$ cat config.mk
export PLATFORM = sky130hd
export DESIGN_NAME = fifo_wr_scheduler_flat
export DESIGN_NICKNAME = d
export VERILOG_FILES = /design/src/rtl/fifo_wr_scheduler_if.sv /design/src/rtl/fifo_wr_scheduler.sv /design/src/flat_wrapper.sv
export SDC_FILE = /design/constraint.sdc
export NUM_CORES = 1
export LEC_CHECK = 0
export BUFFER_PORTS_ARGS = -buffer_cell sky130_fd_sc_hd__buf_4
export CAP_MARGIN = 5
export CORE_MARGIN = 2
export CORE_UTILIZATION = 35
export DETAILED_ROUTE_END_ITERATION = 16
export HOLD_SLACK_MARGIN = 0.1
export PLACE_DENSITY = 0.65
export SLEW_MARGIN = 20
export SYNTH_ARGS = -nofsm -noshare
export SYNTH_HDL_FRONTEND = slang
export SYNTH_SLANG_ARGS = --single-unit
$ cat constraint.sdc
create_clock -name clk -period 3.9 [get_ports clk]
set_input_delay 0.195 -clock clk [delete_from_list [all_inputs] [get_ports clk]]
set_output_delay 0.195 -clock clk [all_outputs]
set_load 0.005 [all_outputs]
$ cat src/rtl/fifo_wr_scheduler_if.sv
// Producer/FIFO write-side bundle shared by the scheduler and its environment.
// The master modport is the scheduler's view; slave is the producers plus FIFO.
interface fifo_wr_scheduler_if #(
  parameter int NUM_REQ    = 4,
  parameter int FIFO_WIDTH = 16
);
  logic [NUM_REQ-1:0]            req;
  logic [NUM_REQ*FIFO_WIDTH-1:0] req_data;
  logic [NUM_REQ-1:0]            grant;
  logic                          fifo_wr_en;
  logic [FIFO_WIDTH-1:0]         fifo_data_in;
  logic                          fifo_rd_fire;
  logic                          fifo_wr_ack;
  logic                          fifo_overflow;

  modport master (
    input  req, req_data, fifo_rd_fire, fifo_wr_ack, fifo_overflow,
    output grant, fifo_wr_en, fifo_data_in
  );

  modport slave (
    output req, req_data, fifo_rd_fire, fifo_wr_ack, fifo_overflow,
    input  grant, fifo_wr_en, fifo_data_in
  );
endinterface

$ cat src/rtl/fifo_wr_scheduler.sv
// Round-robin arbiter sharing one FIFO write port between NUM_REQ producers,
// with credit-based flow control and sticky ack/overflow consistency checks.
module fifo_wr_scheduler #(
  parameter int NUM_REQ    = 4,
  parameter int FIFO_WIDTH = 16,
  parameter int FIFO_DEPTH = 8,
  localparam int PTR_W     = (NUM_REQ > 1) ? $clog2(NUM_REQ) : 1,
  localparam int CRD_W     = $clog2(FIFO_DEPTH + 1)
) (
  input  logic                   clk,
  input  logic                   rst,
  fifo_wr_scheduler_if.master    bus,
  output logic [CRD_W-1:0]       credit,
  output logic                   err_ack,
  output logic                   err_ovf
);

  logic [PTR_W-1:0]      rr_ptr;
  logic [NUM_REQ-1:0]    grant_p0;
  logic [PTR_W-1:0]      win_p0;
  logic                  vld_p0;
  logic [FIFO_WIDTH-1:0] data_p0;
  int                    pos;
  logic [CRD_W:0]        step_p0;
  logic                  vld_p1;
  logic [FIFO_WIDTH-1:0] data_p1;
  logic                  vld_p2;

  // Returns {fault, next_credit}; credit saturates at 0 and FIFO_DEPTH and
  // flags any attempt to move past either end.
  function automatic logic [CRD_W:0] credit_step(input logic [CRD_W-1:0] cur,
                                                 input logic issue,
                                                 input logic rd);
    logic [CRD_W-1:0] nxt;
    logic             fault;
    nxt   = cur;
    fault = 1'b0;
    if (issue && !rd) begin
      if (cur == '0) fault = 1'b1;
      else           nxt   = cur - CRD_W'(1);
    end else if (rd && !issue) begin
      if (cur == CRD_W'(FIFO_DEPTH)) fault = 1'b1;
      else                           nxt   = cur + CRD_W'(1);
    end
    return {fault, nxt};
  endfunction

  // Stage p0: round-robin search starting at rr_ptr, gated by credit and reset
  always_comb begin
    grant_p0 = '0;
    win_p0   = '0;
    vld_p0   = 1'b0;
    pos      = 0;
    if (!rst && credit != '0) begin
      for (int i = 0; i < NUM_REQ; i++) begin
        pos = int'(rr_ptr) + i;
        if (pos >= NUM_REQ) pos = pos - NUM_REQ;
        if (!vld_p0 && bus.req[pos]) begin
          vld_p0        = 1'b1;
          grant_p0[pos] = 1'b1;
          win_p0        = PTR_W'(pos);
        end
      end
    end
  end

  assign data_p0 = bus.req_data[int'(win_p0)*FIFO_WIDTH +: FIFO_WIDTH];
  assign step_p0 = credit_step(credit, vld_p0, bus.fifo_rd_fire);

  // Stage p1: registered write to the FIFO; p2: expected ack slot
  always_ff @(posedge clk or posedge rst) begin
    if (rst) begin
      rr_ptr  <= '0;
      credit  <= CRD_W'(FIFO_DEPTH);
      vld_p1  <= 1'b0;
      data_p1 <= '0;
      vld_p2  <= 1'b0;
      err_ack <= 1'b0;
      err_ovf <= 1'b0;
    end else begin
      vld_p1 <= vld_p0;
      if (vld_p0) begin
        data_p1 <= data_p0;
        rr_ptr  <= (win_p0 == PTR_W'(NUM_REQ - 1)) ? '0 : win_p0 + PTR_W'(1);
      end
      credit <= step_p0[CRD_W-1:0];
      vld_p2 <= vld_p1;
      if (bus.fifo_wr_ack != vld_p2)           err_ack <= 1'b1;
      if (bus.fifo_overflow || step_p0[CRD_W]) err_ovf <= 1'b1;
    end
  end

  assign bus.grant        = grant_p0;
  assign bus.fifo_wr_en   = vld_p1;
  assign bus.fifo_data_in = data_p1;

endmodule

$ cat src/flat_wrapper.sv
// flat-port wrapper written by rule: the top's interface ports become plain ports
module fifo_wr_scheduler_flat 
#(
  parameter int NUM_REQ    = 4,
  parameter int FIFO_WIDTH = 16,
  parameter int FIFO_DEPTH = 8,
  localparam int PTR_W     = (NUM_REQ > 1) ? $clog2(NUM_REQ) : 1,
  localparam int CRD_W     = $clog2(FIFO_DEPTH + 1)
)
  (clk, rst, credit, err_ack, err_ovf, bus_req, bus_req_data, bus_fifo_rd_fire, bus_fifo_wr_ack, bus_fifo_overflow, bus_grant, bus_fifo_wr_en, bus_fifo_data_in);
  fifo_wr_scheduler_if #(.NUM_REQ(NUM_REQ), .FIFO_WIDTH(FIFO_WIDTH)) bus_i ();
  input  logic clk;
  input  logic rst;
  output logic [CRD_W-1:0] credit;
  output logic err_ack;
  output logic err_ovf;
  input wire logic [$bits(bus_i.req)-1:0] bus_req;
  input wire logic [$bits(bus_i.req_data)-1:0] bus_req_data;
  input wire logic [$bits(bus_i.fifo_rd_fire)-1:0] bus_fifo_rd_fire;
  input wire logic [$bits(bus_i.fifo_wr_ack)-1:0] bus_fifo_wr_ack;
  input wire logic [$bits(bus_i.fifo_overflow)-1:0] bus_fifo_overflow;
  output wire logic [$bits(bus_i.grant)-1:0] bus_grant;
  output wire logic [$bits(bus_i.fifo_wr_en)-1:0] bus_fifo_wr_en;
  output wire logic [$bits(bus_i.fifo_data_in)-1:0] bus_fifo_data_in;
  assign bus_i.req = bus_req;
  assign bus_i.req_data = bus_req_data;
  assign bus_i.fifo_rd_fire = bus_fifo_rd_fire;
  assign bus_i.fifo_wr_ack = bus_fifo_wr_ack;
  assign bus_i.fifo_overflow = bus_fifo_overflow;
  assign bus_grant = bus_i.grant;
  assign bus_fifo_wr_en = bus_i.fifo_wr_en;
  assign bus_fifo_data_in = bus_i.fifo_data_in;
  fifo_wr_scheduler #(.NUM_REQ(NUM_REQ), .FIFO_WIDTH(FIFO_WIDTH), .FIFO_DEPTH(FIFO_DEPTH)) u_core (.clk(clk), .rst(rst), .bus(bus_i), .credit(credit), .err_ack(err_ack), .err_ovf(err_ovf));
endmodule
* After elaboration in Yosys (flattened, before gate mapping)
Index checks and enable logic that the tools add are counted.
** Storage, ports and cells
- Register bits after elaboration :: 26
- Input port bits :: 73
- Output and inout bits :: 27
- Word-level logic and storage cells :: 117
** Operators by class
- Add/subtract/negate cells :: 10
- $lt $le $gt $ge :: 12
- Equal/unequal tests :: 5
- Shift-type cells :: 1
- Multiplexer cells :: 58
- Bitwise logic cells :: 3
- Reductions and logical operators :: 21
** Operators with widths (count)
- two-way mux 32 bit :: 8
- >= comparator 32 x 1 -> 1 bit, second input constant :: 4
- less-than comparator 32 x 4 -> 1 bit, second input constant :: 4
- >= comparator 32 x 4 -> 1 bit, second input constant :: 3
- subtractor 32 x 4 -> 32 bit, second input constant :: 3
- indexed part select 64 x 7 -> 16 bit :: 1
- two-way mux 4 bit :: 12
- two-way mux 1 bit :: 24
- two-way mux 2 bit :: 6
- bitwise OR 4 bit :: 3
- logical AND 1 bit :: 10
- binary-select mux 1 bit (select 2 bit) :: 4
- demux 1 bit (select 2 bit) :: 4
- adder 2 x 2 -> 3 bit, second input constant :: 2
- zero test 1 bit :: 6
- adder 4 x 1 -> 4 bit, second input constant :: 1
- == test 4 bit, second input constant :: 1
- zero test 4 bit :: 1
- nonzero test 4 bit :: 1
- subtractor 2 x 3 -> 4 bit, second input constant :: 1
- subtractor 4 x 1 -> 4 bit, second input constant :: 1
- adder 2 x 1 -> 3 bit, second input constant :: 1
- >= comparator 2 x 3 -> 1 bit, second input constant :: 1
- AND reduction 3 bit :: 1
- 7 further kinds :: 7

* Depth between registers and ports, before layout
Gate-level depths: netlist of run 1.
- Word-level depth :: 25
- Depth in mapped cells :: 13
- Gate-level depth less buffers :: 11

* Least setup slack after synthesis of run 1
No wires, ideal clock.
- Kind :: register -> register
- Start point :: register u_core.rr_ptr[0]
- End point :: register u_core.data_p1[10] (netlist: u_core.bus.fifo_data_in[10])
- Setup time :: 87 ps
- Arrival :: 3187 ps
- Data required time :: 3813 ps
- Path slack :: 626 ps
- Stages on the path, launching flop included :: 12
- Path buffers :: 4
- Clock period less this slack :: 3274 ps
- Cell sequence :: dfrtp_1 -> buf_2 -> buf_1 -> inv_1 -> ha_1 -> buf_2 -> mux4_2 -> a221o_1 -> a31oi_2 -> clkbuf_1 -> a211oi_1 -> a211oi_2
** Between the ends
- Word-level cells in the longest chain between the ends :: 21
- Elaborated cells between the ends (all ways) :: 51
- Those cells by class :: 7 x add/sub; 4 x order compare; 1 x shift; 33 x mux; 6 x reduce/logical
** Ends and longest elaborated chain
- start: declaration :: line fifo_wr_scheduler.sv:18 : logic [PTR_W-1:0] rr_ptr;
- start signal: assignment :: line fifo_wr_scheduler.sv:84 : rr_ptr <= (win_p0 == PTR_W'(NUM_REQ - 1)) ? '0 : win_p0 + PTR_W'(1);
- parallel branches: the longest is 21 deep, another holds subtractor 32 x 4 -> 32 bit
- end signal: assignment :: line fifo_wr_scheduler.sv:83 : data_p1 <= data_p0;
- end: declaration :: line fifo_wr_scheduler.sv:26 : logic [FIFO_WIDTH-1:0] data_p1;
Several ways; the timed one is not identified. The select of a mux whose other input is x is not followed.
A chain may end at the register's enable or synchronous reset.

* Worst setup path after layout of run 1
- Start point :: register u_core.credit[1]
- End point :: register u_core.credit[3]
** Between the ends
- Word-level cells in the longest chain between the ends :: 7
- Elaborated cells between the ends (all ways) :: 18
- Those cells by class :: 2 x add/sub; 3 x eq/ne; 5 x mux; 8 x reduce/logical
** Ends and longest elaborated chain
- start: declaration :: line fifo_wr_scheduler.sv:13 : output logic [CRD_W-1:0] credit,
- start signal: assignment :: line fifo_wr_scheduler.sv:74 : credit <= CRD_W'(FIFO_DEPTH);
- start signal: assignment :: line fifo_wr_scheduler.sv:86 : credit <= step_p0[CRD_W-1:0];
- parallel branches: the longest is 7 deep, another holds adder 4 x 1 -> 4 bit
Several ways; the timed one is not identified. The select of a mux whose other input is x is not followed.

==> impl_metrics.yaml, run 1 <==
flow_run:
  cap_violations: 0
route:
  routed_wire_length_per_instance_um: 15.7
  totalWireLength_mm: 6.31
  drt_drc_violations_left: 0
  drt_iter0_markers: 98
  met2_wirelength_mm: 3.18
  routed-via-count: 2149
  drtAntennaViolNets: 0
  drt-vias-per-instance: 5.35
  detail_route.first_pass.iterations: 4
  met3RoutedLength_um: 416
  highest_metal_layer_used_by_the_detailed_router: "met4"
  wl_met1_mm: 2.65
sta:
  finalSetupViolations: 0
  drv_slew: 0
  final.setup_skew_ps: 12.1
  slew-limit-headroom_pct: 54.7
  tightest_slew_ps: 677
  layout_worst_path_cycle_share_pct: 80.5
  setup_repair_after_global_routing_missed_its_margin: "no"
  finalWorstPathRequiredPeriod_ps: 3140
  fmax_mhz: 319
  setup_tns_ps: 0
  finalHoldViolations: 0
place:
  routabilityCongestion: 0.776
  detailed_place_hpwl_mm: 4.75
  portBuffers: 99
  placed_cell_area_um2: 2950
layout:
  layout-drive-gt1-share_pct: 40.1
  antenna-diode-count: 0
  nNetsFinal: 408
  area.growth.synth_to_final_pct: 41.7
  final_area_um2: 3030
global_route:
  first_global_vias: 2083
  grt_max_degree: 35
  grt_pass1_wl_mm: 9.72
  antenna_found_initial: 0
  globalRouteTotalUtil_pct: 18.2
  gr-total-overflow: 0
power_and_ir_drop:
  design_power_total_uw: 2110
  power_frac_clock_pct: 10.8
  p_comb_share_pct: 66.0
  p_switching_uw: 906
  power.leakage_uw: 0.00133
  pwr_density_cell_nw_per_um2: 695
  cellInternalPower_uw: 1200
  power.ir.vdd_worst_mv: 0.411
  switching_share_pct: 43.0
  seqPwrFrac_pct: 23.2
synth:
  yosys.area.top_type: "sky130_fd_sc_hd__dfrtp_1"
  async_reset_ff_share_pct: 100
  syn_area_um2: 2140
  synth_enable_flop_cells: 0
  synth-seq-area-share_pct: 30.5
  synth_fp_nets: 316
  synth_flop_cell: "sky130_fd_sc_hd__dfrtp_1"
  synthCells: 236
  synth_cell_type_count: 46
  synth_top_cells_by_area: "sky130_fd_sc_hd__dfrtp_1 (29%), sky130_fd_sc_hd__mux2i_1 (8.0%), sky130_fd_sc_hd__a211oi_1 (7.7%)"
  post_synth.cell_area_avg_um2: 9.07
  synth-warning-count: 0
  synth-seq-cells: 26
  synth_top_area_share_pct: 29.2
setup_path:
  worst_path_dominant_cell_family: "simple AND/OR/NAND/NOR gates"
  crit_slowest_cell: "sky130_fd_sc_hd__or4_1"
  critical_path.reg2reg.endpoint: "u_core.credit[3]"
  timing.critical_path.cells: "or4_1, nand3_1, inv_1, nand2b_1, inv_1, ha_1, a21o_1, a21o_1, nor2_1, a31oi_1, o21ai_0"
  cp.arrival_ps: 3340
  setup.worst_path.end_class: "register"
  crit-reg2reg-launch: "u_core.credit[1]"
  worst_ep_required_time_ps: 4100
  worstSetupPathType: "reg2reg"
  worst_setup_path_start_kind: "register"
  worstPathMaxFanout: 20
  cp_slowest_stage_delay_ps: 630
  worstRegToRegCells: 11
  reg2reg_setup_slack_ps: 760
  critPathBufInv: 2
cts:
  ctsResizeCount: 0
  ctsLongestPathBuffers: 2
  ctsHtreeMaxLevel: 1
  clkLatencyLatePin_ps: 280
  tritoncts_clock_tree: "yes"
  clock_sink_count: 26
  cts-root-buf: "sky130_fd_sc_hd__clkbuf_8"
  clkTransAtPathRegs_ps: 90
  tritoncts_buffers: 3
worst_hold_path:
  timing.hold.worst.start: "bus_fifo_overflow"
  worst_hold_path_type: "in2reg"
  hold_crit_endpoint: "u_core.err_ovf"
  whs_path_depth: 2
die:
  die_w_um: 82.2
  die-area_um2: 6750
  design.portCount: 100
  core_area_um2: 5920
  die-height_um: 82.2
  starting_density_pct: 36.1
  floorplan.rows: 28
outcome:
  outcome: "finished clean"
[stage by stage]
step | setup WS, ps | hold WS, ps | utilization [%] | cells
floorplan | 626 | 273 | - | 236
detailed placement | 745 | 365 | 49.8 | 397
CTS | 715 | 115 | 51.2 | 402
global route | 433 | 117 | 51.2 | 402
finish | 761 | 123 | 51.2 | 402
global placement | 887 | 378 | 49.8 | 397
[power by group through the flow]
stage | logic [uW] | registers (uW) | clock network, uW
global route | 1540 | 508 | 247
CTS | 1400 | 490 | 238
finish | 1390 | 489 | 228
detailed placement | 1400 | 495 | 0
floorplan | 948 | 489 | 0
global placement | 1380 | 490 | 0
[state kept, by name, indices dropped and copies added, names as in the netlist]
| register | count |
|---|---|
| u_core.credit | 4 |
| u_core.err_ovf | 1 |
| u_core.bus.fifo_wr_en | 1 |
| u_core.vld_p2 | 1 |
| u_core.err_ack | 1 |
| u_core.bus.fifo_data_in | 16 |
| u_core.rr_ptr | 2 |
[per-layer routing]
| layer | vias to the layer above | GRT usage [%] |
|---|---|---|
| met2 | 58 | 32.4 |
| li1 | 1069 | - |
| met4 | 0 | 3.00 |
| met3 | 6 | 3.59 |
| met1 | 1016 | 23.0 |
| met5 | - | 0 |
[how the worst max path moves through the flow]
stage / startpoint / end / cells past startpoint
2_1_floorplan: u_core.rr_ptr[0] / u_core.bus.fifo_data_in[10] / 11
6_report: u_core.credit[1] / u_core.credit[3] / 11
3_5_place_dp: u_core.credit[1] / u_core.credit[3] / 11
4_1_cts: u_core.credit[1] / u_core.credit[3] / 11
3_3_place_gp: u_core.rr_ptr[1] / u_core.bus.fifo_data_in[6] / 9
5_1_grt: u_core.credit[1] / u_core.credit[3] / 11
[synthesized netlist by cell type, types with 4 or more instances]
cell	n
sky130_fd_sc_hd__nor2_1	44
sky130_fd_sc_hd__buf_2	4
sky130_fd_sc_hd__inv_1	7
sky130_fd_sc_hd__nand2b_1	5
sky130_fd_sc_hd__nand2_1	5
sky130_fd_sc_hd__clkbuf_1	12
sky130_fd_sc_hd__a211oi_1	22
sky130_fd_sc_hd__a211oi_2	10
sky130_fd_sc_hd__mux2i_1	17
sky130_fd_sc_hd__a22oi_1	4
sky130_fd_sc_hd__a221oi_1	5
sky130_fd_sc_hd__dfrtp_1	25
sky130_fd_sc_hd__a21oi_1	7
sky130_fd_sc_hd__o211ai_1	17
sky130_fd_sc_hd__ha_1	6
[cell usage in the layout (no fill, tap or decap), drive strengths merged, types with 2 or more instances in the layout]
cell type	netlist	layout
and2	2	2
o211ai	17	17
xnor2	3	3
inv	7	7
buf	7	105
mux2i	17	17
a21oi	8	8
nand2b	5	5
clkbuf	12	3
mux4	3	3
nor2b	2	2
nor2	44	44
a221oi	5	5
a211oi	32	32
nor3	3	3
ha	6	6
mux2	2	2
nand2	5	5
a21o	2	2
dfrtp	25	25
o21ai	4	4
or4	2	2
a31oi	2	2
a22oi	4	4
nand3	3	3
[cell families after synthesis]
family	Yosys count	share of synthesized area (%)
AOI/OAI and AO/OA	79	30.0
xor gates and xnor gates	4	1.64
adders and majority gates	7	4.44
buffers and inverters	26	5.32
DFF	26	30.5
muxes	22	12.2
and+or+nand+nor	72	16.0
[cell type report]
class	count	area, um2
fill	583	2890
clock buffer	3	41.3
timing repair buffer	106	811
tap	75	93.8
multi-input combinational	184	1380
inverter	7	26.3
sequential	26	652
clock inverter	1	30.0
[worst register-to-register path: cells and delay by family (launching register included)]
| kind | cells | cell delay [ps] |
|---|---|---|
| simple gates | 4 | 1300 |
| compound gates | 4 | 600 |
| flops | 1 | 460 |
| buf+inv | 2 | 450 |
| fa+ha+maj | 1 | 280 |
[repair_timing]
item,4_1_cts,5_1_grt
buffers inserted,0,0
endpoints found under the hold margin,25,0
hold buffers,1,0
Note: power is estimated with default switching activity, not from simulation.
==> inputs of run 2 (changes only) <==
Clock period 3.9 ns to 3.2 ns, I/O delays scaled along.
==> impl_metrics.yaml, run 2 (synthesized netlist as in run 1, its figures left out) <==
power_and_ir_drop:
  pwr_density_cell_nw_per_um2: 847
  power.ir.vdd_worst_mv: 0.462
  power.leakage_uw: 0.00136
global_route:
  globalRouteTotalUtil_pct: 18.1
  grt_max_degree: 20
  antenna_found_initial: 0
  grt_pass1_wl_mm: 9.52
  first_global_vias: 1943
  gr-total-overflow: 0
setup_path:
  crit_slowest_cell: "sky130_fd_sc_hd__mux4_2"
  setup.worst_path.end_class: "register"
  worst_path_dominant_cell_family: "compound AO/OA/AOI/OAI gates"
  worstSetupPathType: "reg2reg"
  cp_slowest_stage_delay_ps: 610
  reg2reg_setup_slack_ps: 230
  critPathBufInv: 2
  worstRegToRegCells: 8
  worstPathMaxFanout: 10
  timing.critical_path.cells: "inv_1, ha_1, mux4_2, a221o_1, a31oi_2, buf_4, a211oi_1, a211oi_2"
  cp.arrival_ps: 3160
  cp_num_cells: 8
  worst_ep_required_time_ps: 3400
  worst_setup_path_start_kind: "register"
sta:
  timing.final.ws_setup_ps: 233
  drv_slew: 0
  setup_tns_ps: 0
  slew-limit-headroom_pct: 56.7
  final.setup_skew_ps: 5.92
  finalSetupViolations: 0
  fmax_mhz: 337
  tightest_slew_ps: 647
  finalHoldViolations: 0
  finalWorstPathRequiredPeriod_ps: 2970
  layout_worst_path_cycle_share_pct: 92.7
  setup_repair_after_global_routing_missed_its_margin: "no"
layout:
  largest_register_ff_count: 16
  instances_no_fill: 408
  area.growth.synth_to_final_pct: 43.9
  most-common-layout-cells: "sky130_fd_sc_hd__buf_4 (109), sky130_fd_sc_hd__nor2_1 (44), sky130_fd_sc_hd__dfrtp_1 (25)"
  layout.core_utilization_pct: 52.0
  layout_commonest_cell: "sky130_fd_sc_hd__buf_4"
  antenna-diode-count: 0
  layout-drive-gt1-share_pct: 40.8
  nNetsFinal: 414
cts:
  clkLatencyLatePin_ps: 280
  postCtsSetupBuffers: 0
  ctsResizeCount: 0
  tritoncts_clock_tree: "yes"
  tritoncts_buffers: 3
  cts_hold_repair.buffers: 2
  clock_sink_count: 26
  ctsHtreeMaxLevel: 1
  ctsLongestPathBuffers: 2
  clkTransAtPathRegs_ps: 90
  cts-root-buf: "sky130_fd_sc_hd__clkbuf_8"
route:
  routed_wire_length_per_instance_um: 15.6
  drt-vias-per-instance: 5.29
  met3RoutedLength_um: 302
  met2_wirelength_mm: 3.20
  wl_met1_mm: 2.80
  drt_drc_violations_left: 0
  routed-via-count: 2160
  totalWireLength_mm: 6.39
  drt_iter0_markers: 99
  drtAntennaViolNets: 0
  highest_metal_layer_used_by_the_detailed_router: "met4"
  detail_route.first_pass.iterations: 4
die:
  die_w_um: 82.2
  design.portCount: 100
  floorplan.rows: 28
  starting_density_pct: 36.1
  core_area_um2: 5920
  die-area_um2: 6750
  die-height_um: 82.2
place:
  post-place-cells: 402
  detailed_place_hpwl_mm: 4.92
  routabilityCongestion: 0.881
  pre_cts_ws_ps: 271
  portBuffers: 99
flow_run:
  cap_violations: 0
worst_hold_path:
  worst_hold_path_type: "in2reg"
  whs_path_depth: 3
outcome:
  outcome: "finished clean"
==> run 2: metrics by stage <==
stage / hold slack, ps / total power, uW / instance area [um2]
detailed placement: 106 / 2340 / 2990
global route: 128 / 2830 / 3080
global placement: 110 / 2300 / 2990
floorplan: 238 / 1760 / 2150
CTS: 117 / 2620 / 3080
finish: 114 / 2610 / 3080
==> run 2: power breakdown <==
group          switching, uW  internal [uW]
Clock                    109            168
Combinational            896            839
Sequential               112            485
Total                   1120           1490
==> run 2: final cells by class <==
type                            instances  area, um2
Clock buffer                            3       41.3
Clock inverter                          1       30.0
Fill cell                             574       2840
Inverter                                7       26.3
Multi-Input combinational cell        184       1380
Sequential cell                        26        652
Tap cell                               75       93.8
Timing Repair Buffer                  112        858
==> run 2: path summary, 6_finish.rpt <==
kind	start	end
worst min register to register	u_core.bus.fifo_wr_en	u_core.vld_p2
worst max-delay path	u_core.rr_ptr[1]	u_core.bus.fifo_data_in[10]
worst max register to register	u_core.rr_ptr[1]	u_core.bus.fifo_data_in[10]
min in group asynchronous	rst	u_core.err_ovf
max in group asynchronous	rst	u_core.bus.fifo_data_in[2]
worst min-delay path	bus_fifo_wr_ack	u_core.err_ack
==> run 2: worst reg2reg max path, delay by kind of cell (launching register included) <==
family | cells | cell delay [ps]
compound gates | 4 | 1060
mux | 1 | 610
flops | 1 | 460
fa+ha+maj | 1 | 390
buf+inv | 2 | 380
==> run 2: per-layer routing <==
metal	vias to the layer above	track usage, %
li1	1086	-
met1	1011	24.8
met2	57	30.1
met3	6	2.83
met4	0	4.00
met5	-	0
==> inputs of run 3 (changes only) <==
Settings changed: REMOVE_ABC_BUFFERS from default to 1.
==> impl_metrics.yaml, run 3 (synthesized netlist as in run 1, its figures left out) <==
power_and_ir_drop:
  seqPwrFrac_pct: 22.9
  power.leakage_uw: 0.00136
  p_comb_share_pct: 66.2
  switching_share_pct: 43.4
  cellInternalPower_uw: 1480
  pwr_density_cell_nw_per_um2: 849
  power.ir.vdd_worst_mv: 0.466
  design_power_total_uw: 2620
  power_frac_clock_pct: 10.9
  p_switching_uw: 1140
route:
  routed_wire_length_per_instance_um: 16.0
  drt-vias-per-instance: 5.50
  routed-via-count: 2239
  totalWireLength_mm: 6.50
  drt_drc_violations_left: 0
  drt_iter0_markers: 86
  drtAntennaViolNets: 0
  detail_route.first_pass.iterations: 4
die:
  die-area_um2: 6750
  die-height_um: 82.2
  design.portCount: 100
  die_w_um: 82.2
  core_area_um2: 5920
  starting_density_pct: 36.1
  floorplan.rows: 28
cts:
  tritoncts_clock_tree: "yes"
  ctsHtreeMaxLevel: 1
  clkLatencyLatePin_ps: 280
  clock_sink_count: 26
  tritoncts_buffers: 3
  ctsResizeCount: 0
  cts_hold_repair.buffers: 3
  ctsLongestPathBuffers: 2
  postCtsSetupBuffers: 0
  cts-root-buf: "sky130_fd_sc_hd__clkbuf_8"
  clkTransAtPathRegs_ps: 100
sta:
  drv_slew: 0
  fmax_mhz: 332
  tightest_slew_ps: 833
  setup_repair_after_global_routing_missed_its_margin: "no"
  timing.final.ws_setup_ps: 184
  slew-limit-headroom_pct: 44.1
  finalWorstPathRequiredPeriod_ps: 3020
  layout_worst_path_cycle_share_pct: 94.3
  finalHoldViolations: 0
  final.setup_skew_ps: 4.22
  finalSetupViolations: 0
global_route:
  first_global_vias: 2077
  gr-total-overflow: 0
  grt_max_degree: 27
  grt_pass1_wl_mm: 9.98
  antenna_found_initial: 0
  globalRouteTotalUtil_pct: 18.8
flow_run:
  cap_violations: 0
layout:
  most-common-layout-cells: "sky130_fd_sc_hd__buf_4 (107), sky130_fd_sc_hd__nor2_1 (44), sky130_fd_sc_hd__dfrtp_1 (25)"
  layout-drive-gt1-share_pct: 40.4
  final_area_um2: 3080
  nNetsFinal: 413
  antenna-diode-count: 0
  area.growth.synth_to_final_pct: 44.1
  layout_commonest_cell: "sky130_fd_sc_hd__buf_4"
  largest_register_ff_count: 16
setup_path:
  cp.arrival_ps: 3180
  worst_ep_required_time_ps: 3360
  worstPathMaxFanout: 26
  setup.worst_path.end_class: "register"
  worst_setup_path_start_kind: "register"
  worstSetupPathType: "reg2reg"
  critical_path.reg2reg.endpoint: "u_core.bus.fifo_data_in[11]"
  setup.worst_path.start: "u_core.rr_ptr[1]"
  crit_path_end: "u_core.bus.fifo_data_in[11]"
  reg2reg_setup_slack_ps: 180
  crit-reg2reg-launch: "u_core.rr_ptr[1]"
  worstRegToRegCells: 9
place:
  detailed_place_hpwl_mm: 4.88
  placed_cell_area_um2: 2980
  routabilityCongestion: 0.825
  portBuffers: 99
  pre_cts_ws_ps: 230
outcome:
  outcome: "finished clean"
worst_hold_path:
  worst_hold_path_type: "in2reg"
[run 3: cell count changes in the layout (fill, tap and decap cells not counted), sizes merged]
cell,change
buf,-2
dlygate4sd3,+1
[run 3: layout make-up]
class                           instances  area [um2]
Fill cell                             578        2840
Multi-Input combinational cell        184        1390
Timing Repair Buffer                  111         853
Sequential cell                        26         652
Tap cell                               75        93.8
Clock buffer                            3        41.3
Clock inverter                          1        30.0
Inverter                                7        26.3
[run 3: worst min path at each step]
| stage | from | depth (start not counted) | to |
|---|---|---|---|
| 4_1_cts | bus_fifo_rd_fire | 2 | u_core.err_ovf |
| 3_3_place_gp | rst | 2 | u_core.err_ovf |
| 5_1_grt | bus_fifo_rd_fire | 2 | u_core.err_ovf |
| 3_5_place_dp | rst | 2 | u_core.err_ovf |
| 6_report | bus_fifo_rd_fire | 2 | u_core.err_ovf |
| 2_1_floorplan | rst | 1 | u_core.bus.fifo_data_in[0] |
[run 3: per-stage QoR]
| step | hold WS (ps) | utilization, % | TNS [ps] | instances |
|---|---|---|---|---|
| 3_3_place_gp | 122 | 50.4 | 0 | 400 |
| 6_report | 152 | 52.1 | 0 | 407 |
| 5_1_grt | 166 | 52.1 | 0 | 407 |
| 2_1_floorplan | 238 | - | -4930 | 217 |
| 3_5_place_dp | 130 | 50.4 | 0 | 400 |
| 4_1_cts | 150 | 52.1 | 0 | 407 |
[run 3: critical path, cell delays in order, from the launching register on]
cell                       delay (ps)
sky130_fd_sc_hd__dfrtp_1          460
sky130_fd_sc_hd__inv_1            120
sky130_fd_sc_hd__ha_1             480
sky130_fd_sc_hd__mux4_2           640
sky130_fd_sc_hd__nor2b_1          310
sky130_fd_sc_hd__o21ai_1          150
sky130_fd_sc_hd__a21oi_4          180
sky130_fd_sc_hd__buf_12           220
sky130_fd_sc_hd__mux2i_1          260
sky130_fd_sc_hd__a211oi_2          90
[run 3: per-layer routing]
layer,up-vias,routed length (um),global-route usage [%]
li1,1088,-,-
met1,1065,2830,25.1
met2,78,3130,31.5
met3,8,474,3.15
met4,0,67,4.83
met5,-,0,0
[run 3: power by group through the flow]
stage               combinational [uW]  clock (uW)  sequential (uW)
floorplan                         1070           0              618
global placement                  1700           0              604
detailed placement                1740           0              605
CTS                               1740         291              599
global route                      1900         307              624
finish                            1730         285              599
